<file path="src/rtl/freq_meter_pkg.sv">
// Shared constants for the frequency meter: synchronizer depth, saturation value,
// period FSM state encoding and a saturating multiply helper.
package freq_meter_pkg;

  localparam int          SYNC_DEPTH = 2;
  localparam logic [31:0] SAT32      = 32'hFFFF_FFFF;

  localparam logic [0:0] WAIT_EDGE = 1'b0;
  localparam logic [0:0] MEASURE   = 1'b1;

  // Period FSM state and running cycle count, kept together so the state is observable.
  typedef struct packed {
    logic [0:0]  state;
    logic [31:0] count;
  } period_fsm_t;

  function automatic logic [31:0] sat_mul(input logic [31:0] a, input logic [31:0] b);
    logic [63:0] prod;
    prod = {32'd0, a} * {32'd0, b};
    return (prod[63:32] != 32'd0) ? SAT32 : prod[31:0];
  endfunction

endpackage

</file>
<file path="src/rtl/freq_meter_edge_sync.sv">
// Brings the asynchronous input into the clk domain and emits a one-cycle pulse
// for every synchronized rising edge.
module edge_sync
  import freq_meter_pkg::*;
(
  input  logic clk_i,
  input  logic rst_i,
  input  logic sig_i,
  output logic rise_o
);

  logic [SYNC_DEPTH-1:0] sync_q;
  logic                  prev_q;

  always_ff @(posedge clk_i) begin
    if (rst_i) begin
      sync_q <= '0;
      prev_q <= 1'b0;
    end else begin
      sync_q <= {sync_q[SYNC_DEPTH-2:0], sig_i};
      prev_q <= sync_q[SYNC_DEPTH-1];
    end
  end

  assign rise_o = sync_q[SYNC_DEPTH-1] & ~prev_q;

endmodule

</file>
<file path="src/rtl/freq_meter.sv">
// Gated-window frequency meter. Define FREQ_METER_PERIOD_EN to add the
// edge-to-edge period measurement outputs (period, period_valid).
module freq_meter
  import freq_meter_pkg::*;
#(
  parameter int unsigned CLK_FREQ = 50000000,
  parameter int unsigned GATE_DIV = 1
) (
  input  logic        clk,
  input  logic        rst,
  input  logic        en,
  input  logic        sig_in,
  output logic [31:0] freq,
  output logic        freq_valid,
  output logic        no_signal
`ifdef FREQ_METER_PERIOD_EN
  ,
  output logic [31:0] period,
  output logic        period_valid
`endif
);

  localparam int unsigned GATE_RAW    = CLK_FREQ / GATE_DIV;
  localparam int unsigned GATE_CYCLES = (GATE_RAW == 0) ? 1 : GATE_RAW;
  localparam logic [31:0] GATE_LAST   = 32'(GATE_CYCLES - 1);

  logic rise;

  edge_sync u_edge_sync (
    .clk_i  (clk),
    .rst_i  (rst),
    .sig_i  (sig_in),
    .rise_o (rise)
  );

  logic [31:0] gate_q, gate_d;
  logic [31:0] edge_cnt_q, edge_cnt_d;
  logic [31:0] freq_q, freq_d;
  logic        freq_valid_q, freq_valid_d;
  logic        no_signal_q, no_signal_d;
  logic [31:0] win_count;

  // win_count already includes an edge arriving on the closing gate cycle.
  always_comb begin
    win_count    = (rise && edge_cnt_q != SAT32) ? edge_cnt_q + 32'd1 : edge_cnt_q;
    gate_d       = gate_q;
    edge_cnt_d   = edge_cnt_q;
    freq_d       = freq_q;
    freq_valid_d = 1'b0;
    no_signal_d  = no_signal_q;
    if (!en) begin
      gate_d     = 32'd0;
      edge_cnt_d = 32'd0;
    end else if (gate_q == GATE_LAST) begin
      gate_d       = 32'd0;
      edge_cnt_d   = 32'd0;
      freq_d       = sat_mul(win_count, 32'(GATE_DIV));
      freq_valid_d = 1'b1;
      no_signal_d  = (win_count == 32'd0);
    end else begin
      gate_d     = gate_q + 32'd1;
      edge_cnt_d = win_count;
    end
  end

  always_ff @(posedge clk) begin
    if (rst) begin
      gate_q       <= 32'd0;
      edge_cnt_q   <= 32'd0;
      freq_q       <= 32'd0;
      freq_valid_q <= 1'b0;
      no_signal_q  <= 1'b1;
    end else begin
      gate_q       <= gate_d;
      edge_cnt_q   <= edge_cnt_d;
      freq_q       <= freq_d;
      freq_valid_q <= freq_valid_d;
      no_signal_q  <= no_signal_d;
    end
  end

  assign freq       = freq_q;
  assign freq_valid = freq_valid_q;
  assign no_signal  = no_signal_q;

`ifdef FREQ_METER_PERIOD_EN
  localparam logic [31:0] PERIOD_MAX = 32'(CLK_FREQ);

  period_fsm_t fsm_q, fsm_d;
  logic [31:0] period_q, period_d;
  logic        period_valid_q, period_valid_d;

  // A run of CLK_FREQ cycles without an edge abandons the measurement.
  always_comb begin
    fsm_d          = fsm_q;
    period_d       = period_q;
    period_valid_d = 1'b0;
    if (!en) begin
      fsm_d.state = WAIT_EDGE;
      fsm_d.count = 32'd0;
    end else if (fsm_q.state == WAIT_EDGE) begin
      if (rise) begin
        fsm_d.state = MEASURE;
        fsm_d.count = 32'd1;
      end
    end else begin
      if (rise) begin
        period_d       = fsm_q.count;
        period_valid_d = 1'b1;
        fsm_d.count    = 32'd1;
      end else if (fsm_q.count == PERIOD_MAX) begin
        period_d    = 32'd0;
        fsm_d.state = WAIT_EDGE;
        fsm_d.count = 32'd0;
      end else begin
        fsm_d.count = fsm_q.count + 32'd1;
      end
    end
  end

  always_ff @(posedge clk) begin
    if (rst) begin
      fsm_q.state    <= WAIT_EDGE;
      fsm_q.count    <= 32'd0;
      period_q       <= 32'd0;
      period_valid_q <= 1'b0;
    end else begin
      fsm_q          <= fsm_d;
      period_q       <= period_d;
      period_valid_q <= period_valid_d;
    end
  end

  assign period       = period_q;
  assign period_valid = period_valid_q;
`endif

endmodule

</file>
<file path="config.mk">
export PLATFORM = sky130hd
export DESIGN_NAME = freq_meter
export DESIGN_NICKNAME = d
export VERILOG_FILES = /design/src/rtl/freq_meter_pkg.sv /design/src/rtl/freq_meter_edge_sync.sv /design/src/rtl/freq_meter.sv
export SDC_FILE = /design/constraint.sdc
export NUM_CORES = 1
export LEC_CHECK = 0
export ABC_AREA = 1
export CORE_ASPECT_RATIO = 1.2
export CORE_MARGIN = 4
export CORE_UTILIZATION = 50
export CTS_BUF_LIST = sky130_fd_sc_hd__clkbuf_8
export DETAILED_ROUTE_END_ITERATION = 16
export GPL_TIMING_DRIVEN = 0
export PLACE_DENSITY = 0.7
export REMOVE_ABC_BUFFERS = 1
export SLEW_MARGIN = 15
export SYNTH_ARGS = -nofsm -noshare
export SYNTH_HDL_FRONTEND = slang
export SYNTH_SLANG_ARGS = --single-unit
</file>
<file path="constraint.sdc">
create_clock -name clk -period 2.03 [get_ports clk]
set_input_delay 0.406 -clock clk [delete_from_list [all_inputs] [get_ports clk]]
set_output_delay 0.406 -clock clk [all_outputs]
set_load 0.02 [all_outputs]
</file>
==> summary.md, run 1 <==
- finished, violations left — status
- setup timing — violated checks
- 0.37 ns — largest stage delay on the critical path
- 15.1 um — routed length per instance
- 837 — filler cell count
- 359 — number of design-rule violations left by the first detailed-router iteration
- no_signal$_SDFFE_PP1P_ — endpoint of the lowest-slack register-to-register path
- 31.0% — area overhead of the layout relative to synthesis
- sky130_fd_sc_hd__dfxtp_2 — Worst path slowest cell
- 6770 um2 — post-route standard cell area excluding fillers
- 0 — antenna violations before repair
- 5.44 — via-per-instance ratio
- 119 um — Die Ht
- 16 — depth of the worst register-to-register path
- 0.09 ns — clock-pin slew reported for the worst setup and hold paths after clock tree synthesis
- 101 — Sink Count
- yes — clock tree from TritonCTS
- register — kind of capture point of the worst setup path
- sky130_fd_sc_hd__nand2_1 (188), sky130_fd_sc_hd__inv_1 (112), sky130_fd_sc_hd__nor2_1 (109) — highest-count cells in the layout ignoring fill and taps
- 788 — Syn Inst Count
- 39.1% — share of synthesized area occupied by flip-flops and latches
- 12000 um2 — floorplan die area
- 0.906 ns — Worst-Margin Slew
- 2.35 ns — CP Data Required Time
- 0.481 GHz — upper clock frequency limit
- 37 — number of input and output port buffers inserted
- 7730 um — WL met2
- 15100 um — sum of routed wire length over all layers
- 0 — number of routed nets with antenna violations
- 0 — Inserted Diodes
- sky130_fd_sc_hd__clkbuf_8 — Root Buffer Master
- edge_cnt_q[1]$_SDFF_PP0_ — launch instance of the worst register-to-register path
- 101 — number of flip-flops and latches in the synthesized netlist
- 0 — DRC viols
- 0 — Max Transition Viols Final
- 23600 um — global-route wire length before repair
- sky130_fd_sc_hd__dfxtp_1 (39%), sky130_fd_sc_hd__nand2_1 (15%), sky130_fd_sc_hd__nor2_1 (9.2%) — leading cell types by total area after synthesis
- 5447 — DR vias
- 24.4% — overall global routing resource usage
- 2.40 ns — data arrival time at the worst-slack endpoint
- -0.0482 ns — smallest setup slack after layout
- 495 nW/um2 — power per unit of standard cell area
- 2 — Clock Tree Buf Depth
- edge_cnt_q[1]$_SDFF_PP0_ — Worst setup startpoint
- sky130_fd_sc_hd__nand2_1 — most frequent standard cell in the layout excluding fill and tap cells
- 3 — count of final setup violators
- 0 — Ys Warns
- 2.08 ns — crit path time final
- 19.5% — fraction of final layout cells with drive strength greater than 1
- 3.35 mW — total power draw
- met4 — top metal layer carrying routed signals
- 9130 um — Post-DP HPWL
- 5 — number of iterations in the first detailed-routing pass
- 101 um — die outline width
- -0.05 ns — worst setup slack for register-to-register paths
- 0.0100 ns — final setup skew
- reg -> reg — type of the worst setup path
- reg -> reg — Hold Path Class
- 0 — number of synthesized flops with an enable pin
- 39.1% — share of Yosys cell area claimed by the top area cell type
- 9 — TritonCTS buffer count
- 0% — asr flop ratio synth
- 40 — num rows
- 3 — H-tree depth
- 5197 — number of global-route vias before repair
- 0.918 — RD Place Congestion
- 51.4% — initial cell density of the core
- 0 — total congestion overflow
- 10100 um2 — Std-Cell Core Area
- 6.56 um2 — average cell area after synthesis
- 0 — Final Hold Vio Count
- 876 — fin nets
- 39.5% — max-slew headroom at the worst pin
- 102% — final clock period utilization by the worst path
- 2.69 nW — leakage power
- 0 — cts hold-fix bufs
- 38 — post-synthesis cell type count
- 0 — number of max-cap violations
- ha_4, nand2_2, nor2_4, nand2_2, nor2_4, buf_12, nand3_4, nand2_1, nand2_1, nand2_1, nand2_1, nor2_1, nand2_1, nor2_2, nand3_2, nand2_1 — ordered list of cells on the worst path
- 67.3% — utilization of the core after routing
- 8 — maximum fanout count along the critical path
- 5650 um2 — total placed instance area
- sky130_fd_sc_hd__dfxtp_1 — post-synth top area cell
- 33 — largest net degree at the start of global routing
- 5590 um — Metal-1 WL
- u_edge_sync.sync_q[0]$_SDFF_PP0_ — critical hold path startpoint
- 2 — Worst Hold Path Cells
- 0.456 ns — worst hold margin
- 0.321 mV — worst-case vdd ir drop
- yes — unrepaired setup endpoints after global routing
- sky130_fd_sc_hd__dfxtp_1 — most common flop cell mapped by yosys
- sky130_fd_sc_hd__nand2_1 — critical path's most frequent cell
- -0.0555 ns — sum of negative setup slack
- 996 um — amount of wire on met3 after detailed routing
- 38 — I/O pin cnt
- register — startpoint type of the worst setup path
- 0.37 ns — source-to-sink clock delay at the later pin of the worst-skew pair
- u_edge_sync.sync_q[1]$_SDFF_PP0_ — worst hold path endpoint
- 5170 um2 — post-synthesis instance area
## final cells by class
type / instances / area (um2) / area share (%)
clock buffer: 10 / 138 / 2.03
clock inverter: 6 / 55.1 / 0.813
inverter: 114 / 430 / 6.36
multi-input combinational: 559 / 3050 / 45.0
sequential: 101 / 2060 / 30.4
tap: 126 / 158 / 2.33
timing repair buffer: 85 / 883 / 13.0
## flip-flops by register name, summed over array words and instances, names as in the netlist
register	cells
no_signal	1
u_edge_sync.sync_q	2
freq_valid	1
freq	32
u_edge_sync.prev_q	1
edge_cnt_q	32
gate_q	32
## power breakdown
part	switching (mW)	leakage (nW)	internal [mW]
combinational	0.0640	1.75	0.0343
sequential	0.00437	0.826	1.98
clock	0.679	0.105	0.591
total	0.748	2.69	2.61
## how the worst max path moves through the flow
stage | end | slack, ns | depth (start not counted)
2_1_floorplan | freq[27]$_SDFFE_PP0P_ | -0.52 | 10
3_3_place_gp | gate_q[23]$_SDFF_PP0_ | -1.59 | 10
3_5_place_dp | no_signal$_SDFFE_PP1P_ | -0.72 | 15
4_1_cts | no_signal$_SDFFE_PP1P_ | -0.07 | 13
5_1_grt | no_signal$_SDFFE_PP1P_ | -0.19 | 15
6_report | no_signal$_SDFFE_PP1P_ | -0.05 | 16
## metrics by stage
stage / worst slack (ns) / std cells
global route: -0.191 / 1001
CTS: -0.0693 / 977
finish: -0.0482 / 1001
detailed placement: -0.723 / 934
floorplan: -0.522 / 769
global placement: -1.59 / 932
## worst max-delay path: cells and delay by family (launching register included)
kind	cells	cell delay [ns]
and+or+nand+nor	14	1.37
DFF	1	0.37
adders and majority gates	1	0.15
buffers and inverters	1	0.13
## what timing repair did
item	CTS	global route
pin swaps	20	22
endpoints found under the hold margin	0	0
resized for setup	46	69
cloned	6	2
buffers inserted	21	22
endpoints found under the setup margin	97	90
## cells by family (layout without fill, tap and decap cells)
logic type / after synthesis / after routing / share of synthesized area (%)
and+or+nand+nor: 452 / 457 / 38.2
AOI/OAI and AO/OA: 87 / 87 / 9.49
xor gates and xnor gates: 13 / 13 / 2.35
adders and majority gates: 2 / 2 / 0.484
DFF: 101 / 101 / 39.1
buffers and inverters: 133 / 215 / 10.3
## routing by layer
layer	track usage, %	vias to the layer above
met1	26.8	2472
met2	42.6	232
met3	4.98	74
met4	13.8	0
li1	-	2669
met5	0	-
## synthesized netlist by cell type, types with 4 or more instances
cell and count:
sky130_fd_sc_hd__nor4_1 6, sky130_fd_sc_hd__nor3b_1 4, sky130_fd_sc_hd__nor2_4 4, sky130_fd_sc_hd__o21a_1 6, sky130_fd_sc_hd__a21oi_1 39, sky130_fd_sc_hd__nand4_1 20
sky130_fd_sc_hd__clkbuf_1 6, sky130_fd_sc_hd__xor2_1 4, sky130_fd_sc_hd__o21ai_0 25, sky130_fd_sc_hd__nand2_1 203, sky130_fd_sc_hd__dfxtp_1 101, sky130_fd_sc_hd__nor2_2 10
sky130_fd_sc_hd__nand2_2 6, sky130_fd_sc_hd__o211ai_1 10, sky130_fd_sc_hd__buf_2 6, sky130_fd_sc_hd__inv_1 113, sky130_fd_sc_hd__xnor2_1 8, sky130_fd_sc_hd__nor3_1 22
sky130_fd_sc_hd__nor2_1 127, sky130_fd_sc_hd__nand3_1 42
No activity file was read; power rests on OpenSTA's default activity.
==> inputs of run 2 (changes only) <==
TNS_END_PERCENT = 100   (was unset)
==> results of run 2 <==
Same layout as run 1: the final DEF is identical, and so are final timing and power.
